## src/rtl/dsp_pack_pkg.sv

```systemverilog
// dsp_pack_pkg: default widths, packed accumulator type and lane extraction shared by packed-MAC blocks
package dsp_pack_pkg;
  localparam int DATA_W_DEF = 8;
  localparam int MAX_LEN_DEF = 256;
  localparam int MAX_ACC_W = 64;
  localparam int PACC_W = 2 * MAX_ACC_W + 1;
  typedef logic signed [PACC_W-1:0] pacc_t;
  typedef struct packed {
    logic signed [MAX_ACC_W-1:0] ac;
    logic signed [MAX_ACC_W-1:0] bc;
  } lanes_t;
  function automatic int acc_w(input int data_w, input int max_len);
    return 2 * data_w + $clog2(max_len);
  endfunction
  // The low lane is read as signed; a negative low lane borrowed one from the high lane, so add it back.
  function automatic lanes_t split_lanes(input pacc_t acc, input int aw);
    pacc_t lo, hi;
    lo = (acc <<< (PACC_W - aw)) >>> (PACC_W - aw);
    hi = (acc >>> aw) + {{(PACC_W-1){1'b0}}, acc[aw-1]};
    split_lanes.ac = hi[MAX_ACC_W-1:0];
    split_lanes.bc = lo[MAX_ACC_W-1:0];
  endfunction
endpackage

```

## src/rtl/dsp_int8_packed_mac_if.sv

```systemverilog
// dsp_int8_packed_mac_if: beat input channel and group result channel of the packed MAC
interface dsp_int8_packed_mac_if
  import dsp_pack_pkg::*;
#(
  parameter int DATA_W = DATA_W_DEF,
  parameter int MAX_LEN = MAX_LEN_DEF,
  parameter int ACC_W = acc_w(DATA_W, MAX_LEN)
);
  localparam int CNT_W = $clog2(MAX_LEN) + 1;
  logic in_valid;
  logic in_ready;
  logic in_last;
  logic signed [DATA_W-1:0] in_a;
  logic signed [DATA_W-1:0] in_b;
  logic signed [DATA_W-1:0] in_c;
  logic out_valid;
  logic out_ready;
  logic signed [ACC_W-1:0] out_ac;
  logic signed [ACC_W-1:0] out_bc;
  logic [CNT_W-1:0] out_count;
  logic out_ovf;
  modport master (
    output in_valid, in_last, in_a, in_b, in_c, out_ready,
    input in_ready, out_valid, out_ac, out_bc, out_count, out_ovf
  );
  modport slave (
    input in_valid, in_last, in_a, in_b, in_c, out_ready,
    output in_ready, out_valid, out_ac, out_bc, out_count, out_ovf
  );
endinterface

```

## src/rtl/dsp_pack_mul.sv

```systemverilog
// dsp_pack_mul: input register, weight packing register and one registered multiply forming both lane products
module dsp_pack_mul #(
  parameter int DATA_W = 8,
  parameter int ACC_W = 24,
  localparam int PK_W = ACC_W + DATA_W + 1,
  localparam int PROD_W = PK_W + DATA_W
) (
  input  logic clk,
  input  logic rst_n,
  input  logic en,
  input  logic in_valid,
  input  logic in_last,
  input  logic signed [DATA_W-1:0] a,
  input  logic signed [DATA_W-1:0] b,
  input  logic signed [DATA_W-1:0] c,
  output logic out_valid,
  output logic out_last,
  output logic signed [PROD_W-1:0] prod
);
  logic s0_v, s0_l, s1_v, s1_l;
  logic signed [DATA_W-1:0] a_r, b_r, c_r, c_p;
  logic signed [PK_W-1:0] packed_op;
  always_ff @(posedge clk or negedge rst_n)
    if (!rst_n) begin
      s0_v <= 1'b0;
      s0_l <= 1'b0;
      s1_v <= 1'b0;
      s1_l <= 1'b0;
      a_r <= '0;
      b_r <= '0;
      c_r <= '0;
      c_p <= '0;
      packed_op <= '0;
      out_valid <= 1'b0;
      out_last <= 1'b0;
      prod <= '0;
    end else if (en) begin
      s0_v <= in_valid;
      s0_l <= in_last;
      a_r <= a;
      b_r <= b;
      c_r <= c;
      s1_v <= s0_v;
      s1_l <= s0_l;
      c_p <= c_r;
      packed_op <= (PK_W'(a_r) <<< ACC_W) + PK_W'(b_r);
      out_valid <= s1_v;
      out_last <= s1_l;
      prod <= PROD_W'(packed_op) * PROD_W'(c_p);
    end
endmodule

```

## src/rtl/dsp_int8_packed_mac.sv

```systemverilog
// dsp_int8_packed_mac: two-lane int8 MAC accumulating packed products per group, then splitting the lanes.
// Define DSP_PACK_OVF_EN to enable beat-count overflow detection on out_ovf.
module dsp_int8_packed_mac
  import dsp_pack_pkg::*;
#(
  parameter int DATA_W = DATA_W_DEF,
  parameter int MAX_LEN = MAX_LEN_DEF,
  parameter int ACC_W = acc_w(DATA_W, MAX_LEN)
) (
  input logic clk,
  input logic rst_n,
  dsp_int8_packed_mac_if.slave bus
);
  localparam int CNT_W = $clog2(MAX_LEN) + 1;
  localparam int PROD_W = ACC_W + 2 * DATA_W + 1;
  localparam int SUM_W = 2 * ACC_W + 1;
  logic en, p_v, p_l, first, done, ovf, ovf_nxt;
  logic signed [PROD_W-1:0] prod;
  logic signed [SUM_W-1:0] acc, sum;
  logic [CNT_W-1:0] cnt, cnt_nxt;
  lanes_t lanes;
  assign en = !bus.out_valid || bus.out_ready;
  assign bus.in_ready = en;
  dsp_pack_mul #(.DATA_W(DATA_W), .ACC_W(ACC_W)) mul (
    .clk(clk),
    .rst_n(rst_n),
    .en(en),
    .in_valid(bus.in_valid),
    .in_last(bus.in_last),
    .a(bus.in_a),
    .b(bus.in_b),
    .c(bus.in_c),
    .out_valid(p_v),
    .out_last(p_l),
    .prod(prod)
  );
  assign sum = first ? SUM_W'(prod) : acc + SUM_W'(prod);
  assign cnt_nxt = first ? CNT_W'(1) : (cnt == CNT_W'(MAX_LEN) ? cnt : cnt + CNT_W'(1));
`ifdef DSP_PACK_OVF_EN
  assign ovf_nxt = !first && (ovf || cnt == CNT_W'(MAX_LEN));
`else
  assign ovf_nxt = 1'b0;
`endif
  assign lanes = split_lanes(pacc_t'(acc), ACC_W);
  // S4 samples acc at the edge after the closing beat, before a following group overwrites it.
  always_ff @(posedge clk or negedge rst_n)
    if (!rst_n) begin
      acc <= '0;
      cnt <= '0;
      ovf <= 1'b0;
      first <= 1'b1;
      done <= 1'b0;
      bus.out_valid <= 1'b0;
      bus.out_ac <= '0;
      bus.out_bc <= '0;
      bus.out_count <= '0;
      bus.out_ovf <= 1'b0;
    end else if (en) begin
      if (p_v) begin
        acc <= sum;
        cnt <= cnt_nxt;
        ovf <= ovf_nxt;
        first <= p_l;
      end
      done <= p_v && p_l;
      bus.out_valid <= done;
      if (done) begin
        bus.out_ac <= ACC_W'(lanes.ac);
        bus.out_bc <= ACC_W'(lanes.bc);
        bus.out_count <= cnt;
        bus.out_ovf <= ovf;
      end
    end
endmodule

```

## src/flat_wrapper.sv

```systemverilog
// flat-port wrapper written by rule: the top's interface ports become plain ports
module dsp_int8_packed_mac_flat import dsp_pack_pkg::*;
#(
  parameter int DATA_W = DATA_W_DEF,
  parameter int MAX_LEN = MAX_LEN_DEF,
  parameter int ACC_W = acc_w(DATA_W, MAX_LEN)
)
  (clk, rst_n, bus_in_valid, bus_in_last, bus_in_a, bus_in_b, bus_in_c, bus_out_ready, bus_in_ready, bus_out_valid, bus_out_ac, bus_out_bc, bus_out_count, bus_out_ovf);
  dsp_int8_packed_mac_if #(.DATA_W(DATA_W), .MAX_LEN(MAX_LEN), .ACC_W(ACC_W)) bus_i ();
  input logic clk;
  input logic rst_n;
  input wire logic [$bits(bus_i.in_valid)-1:0] bus_in_valid;
  input wire logic [$bits(bus_i.in_last)-1:0] bus_in_last;
  input wire logic [$bits(bus_i.in_a)-1:0] bus_in_a;
  input wire logic [$bits(bus_i.in_b)-1:0] bus_in_b;
  input wire logic [$bits(bus_i.in_c)-1:0] bus_in_c;
  input wire logic [$bits(bus_i.out_ready)-1:0] bus_out_ready;
  output wire logic [$bits(bus_i.in_ready)-1:0] bus_in_ready;
  output wire logic [$bits(bus_i.out_valid)-1:0] bus_out_valid;
  output wire logic [$bits(bus_i.out_ac)-1:0] bus_out_ac;
  output wire logic [$bits(bus_i.out_bc)-1:0] bus_out_bc;
  output wire logic [$bits(bus_i.out_count)-1:0] bus_out_count;
  output wire logic [$bits(bus_i.out_ovf)-1:0] bus_out_ovf;
  assign bus_i.in_valid = bus_in_valid;
  assign bus_i.in_last = bus_in_last;
  assign bus_i.in_a = bus_in_a;
  assign bus_i.in_b = bus_in_b;
  assign bus_i.in_c = bus_in_c;
  assign bus_i.out_ready = bus_out_ready;
  assign bus_in_ready = bus_i.in_ready;
  assign bus_out_valid = bus_i.out_valid;
  assign bus_out_ac = bus_i.out_ac;
  assign bus_out_bc = bus_i.out_bc;
  assign bus_out_count = bus_i.out_count;
  assign bus_out_ovf = bus_i.out_ovf;
  dsp_int8_packed_mac #(.DATA_W(DATA_W), .MAX_LEN(MAX_LEN), .ACC_W(ACC_W)) u_core (.clk(clk), .rst_n(rst_n), .bus(bus_i));
endmodule
```

## config.mk

```make
export PLATFORM = sky130hd
export DESIGN_NAME = dsp_int8_packed_mac_flat
export DESIGN_NICKNAME = d
export VERILOG_FILES = /design/src/rtl/dsp_pack_pkg.sv /design/src/rtl/dsp_int8_packed_mac_if.sv /design/src/rtl/dsp_pack_mul.sv /design/src/rtl/dsp_int8_packed_mac.sv /design/src/flat_wrapper.sv
export SDC_FILE = /design/constraint.sdc
export NUM_CORES = 1
export LEC_CHECK = 0
export CORE_MARGIN = 2
export CORE_UTILIZATION = 65
export CTS_BUF_LIST = sky130_fd_sc_hd__clkbuf_8
export DETAILED_ROUTE_END_ITERATION = 16
export PLACE_DENSITY_LB_ADDON = 0.08
export REMOVE_ABC_BUFFERS = 1
export SLEW_MARGIN = 20
export SYNTH_ARGS = -nofsm -noshare
export SYNTH_HDL_FRONTEND = slang
export SYNTH_HIERARCHICAL = 1
export SYNTH_SLANG_ARGS = --single-unit
```

## constraint.sdc

```tcl
create_clock -name clk -period 10.5 [get_ports clk]
set_input_delay 1.575 -clock clk [delete_from_list [all_inputs] [get_ports clk]]
set_output_delay 1.575 -clock clk [all_outputs]
set_load 0.05 [all_outputs]
```

### Word-level counts from Yosys, hierarchy flattened

Cells that the tools add are included.

* RAM bits: 0
* bits in latches: 0
* input port bits: 29
* register bits: 230
* memory bits (read-only): 0
* memories kept: 0

* muxes and demuxes: 3
* reduce and logical (&&, ||, !) cells: 6
* $add $sub $neg: 4
* bitwise operators: 0
* magnitude comparators: 0
* div/mod/pow operators: 0
* $mul: 1
* shift operators: 0
* eq/ne operators: 2

Operator list (number)
* $add A49 B41 Y49: 1
* $mux W49: 1
* $mul A33 B8 Y41: 1
* $add A32 B8 Y33: 1
* $add A24 B1 Y24: 1
* $mux W9: 2
* $add A9 B1 Y9 const B: 1
* $eq A9 B9 Y1 const B: 1
* $reduce_and A2 Y1: 2
* $reduce_and A3 Y1: 1
* $ne A2 B1 Y1 const B: 1
* $logic_and A1 B1 Y1: 1
* $logic_not A1 Y1: 1
* $logic_or A1 B1 Y1: 1

### Logic depth before layout (Yosys ltp)

* depth in word-level cells: 3
* depth in mapped cells: 20
* depth with buffers taken out: 19

### Hierarchy

The synthesis kept the hierarchy.

By module, submodules not included
* dsp_pack_mul: instances 1, area an instance 10356.2 µm², seq. area each 2402.3 µm², cells each 1031
* dsp_int8_packed_mac: instances 1, area an instance 8075.2 µm², seq. area each 2929.1 µm², cells each 916

### Least setup slack after synthesis

OpenSTA, ideal clock, no wires.

* path kind: reg-to-reg
* from: reg u_core.mul.c_p[4]
* to: reg u_core.mul.prod[40]
* arrival time: 5030 ps
* data required time: 10369 ps
* path buffers: 1
* path slack: 5338 ps
* stages on the path, launching flop included: 19
* library setup time: 131 ps
* path through: dfrtp_1 -> clkbuf_1 -> and2_1 -> fa_1 -> inv_1 -> fa_1 -> inv_1 -> fa_1 -> inv_1 -> fa_1 -> inv_1 -> ha_1 -> and2_1 -> nand3_1 -> or2_1 -> o211ai_2 -> a41oi_4 -> o211ai_1 -> or3b_1

* cells in the longest elaborated chain, start to end: 1

RTL lines
* from (decl): RTL line dsp_pack_mul.sv:21 `logic signed [DATA_W-1:0] a_r, b_r, c_r, c_p;`
* from (signal assigned): RTL line dsp_pack_mul.sv:45 `c_p <= c_r;`
* $mul A33 B8 Y41: RTL line dsp_pack_mul.sv:49 `prod <= PROD_W'(packed_op) * PROD_W'(c_p);`
* to (signal assigned): RTL line dsp_pack_mul.sv:49
* to (decl): RTL line dsp_pack_mul.sv:18 `output logic signed [PROD_W-1:0] prod`

Every way passes these cells.
A chain may end at the register's enable or synchronous reset.

### Worst setup path after layout

* from: reg u_core.mul.c_p[7]
* to: reg u_core.mul.prod[40]

Same word-level chain as after synthesis.

==> results.py <==
metrics = {
    "logic_synthesis": {
        "synth-seq-area-share_pct": 28.9,
        "synth_compound_area_share_pct": 15.2,
        "synth-xor-area-share_pct": 4.66,
        "synth_cell_types": 87,
        "synth-seq-cells": 213,
        "synth-async-reset-ratio_pct": 100,
        "ys.flop_type": "dfrtp_1",
        "synth_top_family_by_area": "adder cells",
        "syn_area_per_cell_um2": 9.47,
        "synth_edf_count": 0,
        "synthSimpleGateAreaFrac_pct": 13.8,
        "synthMuxAreaShare_pct": 7.26,
        "ys_warn_count": 6,
        "netlist_area_um2": 18400,
        "synth-adder-area-share_pct": 23.6,
        "synthCells": 1947,
    },
    "global_route": {
        "antenna_found_initial": 0,
        "grt_pass1_vias": 13700,
        "track_usage_pct": 27.9,
        "grt_max_degree": 94,
        "grt_pass1_wl_um": 66800,
        "grt-ovfl-total": 0,
    },
    "cells_and_area": {
        "final_area_um2": 20200,
        "final_common_cell": "inv_1",
        "nets": 2294,
        "drive_gt1_share_pct": 9.97,
        "final_cell_mix": "inv_1, dfrtp_1, nand2_1, fa_1, ha_1",
        "fin_util_pct": 72.5,
        "diodes": 0,
        "areaGrowthSynthToFinish_pct": 9.59,
    },
    "floorplan": {
        "row_count": 61,
        "start_util_pct": 66.2,
        "ios": 89,
        "core_area_um2": 27900,
        "die-area_um2": 29700,
        "die_x_um": 172,
        "fp.dieH_um": 172,
    },
    "clock_network": {
        "tritoncts": "done",
        "cts_resized": 0,
        "clk_pin_slew_ns": 0.06,
        "clk_latency_ns": 0.53,
        "post-cts-setup-buffer-count": 0,
        "numCtsBuffers": 37,
        "cts-root-buf": "clkbuf_8",
        "hold_buffers": 0,
        "htree_levels": 2,
        "clk_path_buf_depth": 3,
        "cts.sinks": 213,
    },
    "timing": {
        "holdWs_ns": 0.474,
        "rsz0062_at_grt": "false",
        "finalHoldViolCount": 0,
        "skew_ns": 0.0168,
        "tns_ns": 0,
        "max_freq_mhz": 171,
        "slew_headroom_pct": 38.3,
        "post-route-period-util_pct": 55.6,
        "final_max_slew_viol_count": 0,
        "setup_viol": 0,
        "tightest_slew_ns": 0.924,
        "fin_crit_ns": 5.84,
    },
    "detailed_routing": {
        "drtPass1Iterations": 5,
        "dr_total_vias": 13800,
        "wl_per_cell_um": 16.6,
        "drt_iter0_markers": 638,
        "via_per_inst": 5.74,
        "finalWirelength_um": 39900,
        "drc_errors": 0,
        "ant_nets": 0,
    },
    "place": {
        "hpwl_um": 30500,
        "gp_congestion": 0.917,
        "port_buffers": 87,
        "placed_area_um2": 19500,
    },
    "hold_path": {
        "hp-class": "flip-flop to flip-flop",
    },
    "setup_path": {
        "startpoint_type": "flip-flop",
        "r2r_slack_ns": 4.66,
        "path_class": "flip-flop to flip-flop",
        "required_ns": 10.90,
        "end_kind": "flip-flop",
        "arrival_ns": 6.24,
        "critical_path.max_fanout": 15,
    },
    "outcome": {
        "outcome": "complete, no violations",
    },
    "flow_run": {
        "cap_viol_max_count": 0,
    },
}
[synth_stat cells, drive strengths merged (7+ instances only)]
library cell | number | share of area (%)
dfrtp | 212 | 29
mux2 | 106 | 6.5
nor2b | 8 | 0.27
a211oi | 13 | 0.58
and3 | 23 | 0.85
o31ai | 8 | 0.35
a2111oi | 8 | 0.62
or2 | 7 | 0.24
clkbuf | 62 | 1.3
o21a | 14 | 0.57
mux2i | 14 | 0.76
xor2 | 44 | 2.1
buf | 17 | 0.64
a21oi | 109 | 3.0
a21o | 58 | 2.4
a31oi | 21 | 0.79
nand2 | 171 | 3.5
nor2 | 100 | 2.0
fa | 141 | 15
nor3 | 17 | 0.46
nand3 | 43 | 1.2
o21ai | 124 | 3.4
nand4 | 16 | 0.54
o211ai | 12 | 0.57
ha | 122 | 8.3
inv | 228 | 4.6
and2 | 108 | 3.7
xnor2 | 54 | 2.6
o21bai | 9 | 0.37
[metal layers]
layer / up-vias / routed length [um] / track usage (%)
met5: - / 0 / 0
met2: 311 / 18600 / 46.0
met4: 0 / 1100 / 8.84
met3: 75 / 1650 / 3.43
met1: 6696 / 18500 / 38.6
li1: 6718 / - / -
[per-stage QoR]
stage	worst slack, ns	cells
final	4.66	2404
after global routing	4.21	2404
after CTS	4.63	2404
after detailed placement	4.66	2341
after global placement	4.78	2341
after floorplan	3.01	1868
[cell families (layout without fill, tap and decap cells)]
logic type	Yosys count	count (layout)
other	1	1
adders and majority gates	263	263
muxes	120	120
xor gates and xnor gates	98	98
AOI/OAI and AO/OA	424	424
and+or+nand+nor	521	521
buffers and inverters	307	386
DFF	213	213
[critical path: stages (launching register included)]
cell	delay, ns
dfrtp_1	0.43
inv_1	0.41
nor2_1	0.14
or2_2	0.32
ha_1	0.42
inv_1	0.14
fa_1	0.67
inv_1	0.13
fa_1	0.54
inv_1	0.05
fa_1	0.52
inv_1	0.04
ha_1	0.35
o21ai_0	0.23
o21bai_1	0.10
a21oi_1	0.30
o21ai_1	0.16
a41oi_4	0.31
nor3_1	0.09
or3b_1	0.34
[state kept, by name (all words and copies together), names as in the netlist, 8 cells and up]
| register | flops |
|---|---|
| u_core/mul/prod | 41 |
| u_core/mul/packed_op | 17 |
| u_core/bus.out_bc | 24 |
| u_core/bus.out_ac | 24 |
| u_core/mul/c_p | 8 |
| u_core/bus.out_count | 9 |
| u_core/cnt | 9 |
| u_core/mul/a_r | 8 |
| u_core/acc | 48 |
| u_core/mul/b_r | 8 |
| u_core/mul/c_r | 8 |
[worst paths after layout]
| path | startpoint | end | cells after the start |
|---|---|---|---|
| max | u_core/mul/c_p[7] | u_core/mul/prod[40] | 19 |
| min | u_core/bus.out_ac[6] | u_core/bus.out_ac[6] | 2 |
| max reg2reg | u_core/mul/c_p[7] | u_core/mul/prod[40] | 19 |
| min reg2reg | u_core/bus.out_ac[6] | u_core/bus.out_ac[6] | 2 |
| max in group asynchronous | rst_n | u_core/mul/packed_op[32] | 3 |
| min in group asynchronous | rst_n | u_core/acc[13] | 1 |
[area by class of cell]
class / count / area [um^2]
timing repair buffer: 95 / 936
tap: 378 / 473
multi-input combinational: 1427 / 11900
fill: 2091 / 7660
clock buffer: 45 / 619
inverter: 228 / 856
sequential: 213 / 5330
clock inverter: 18 / 77.6
Power is left out: the tool's default activity adds up to more than one toggle a clock period on the data nets, which glitch-free logic cannot reach.
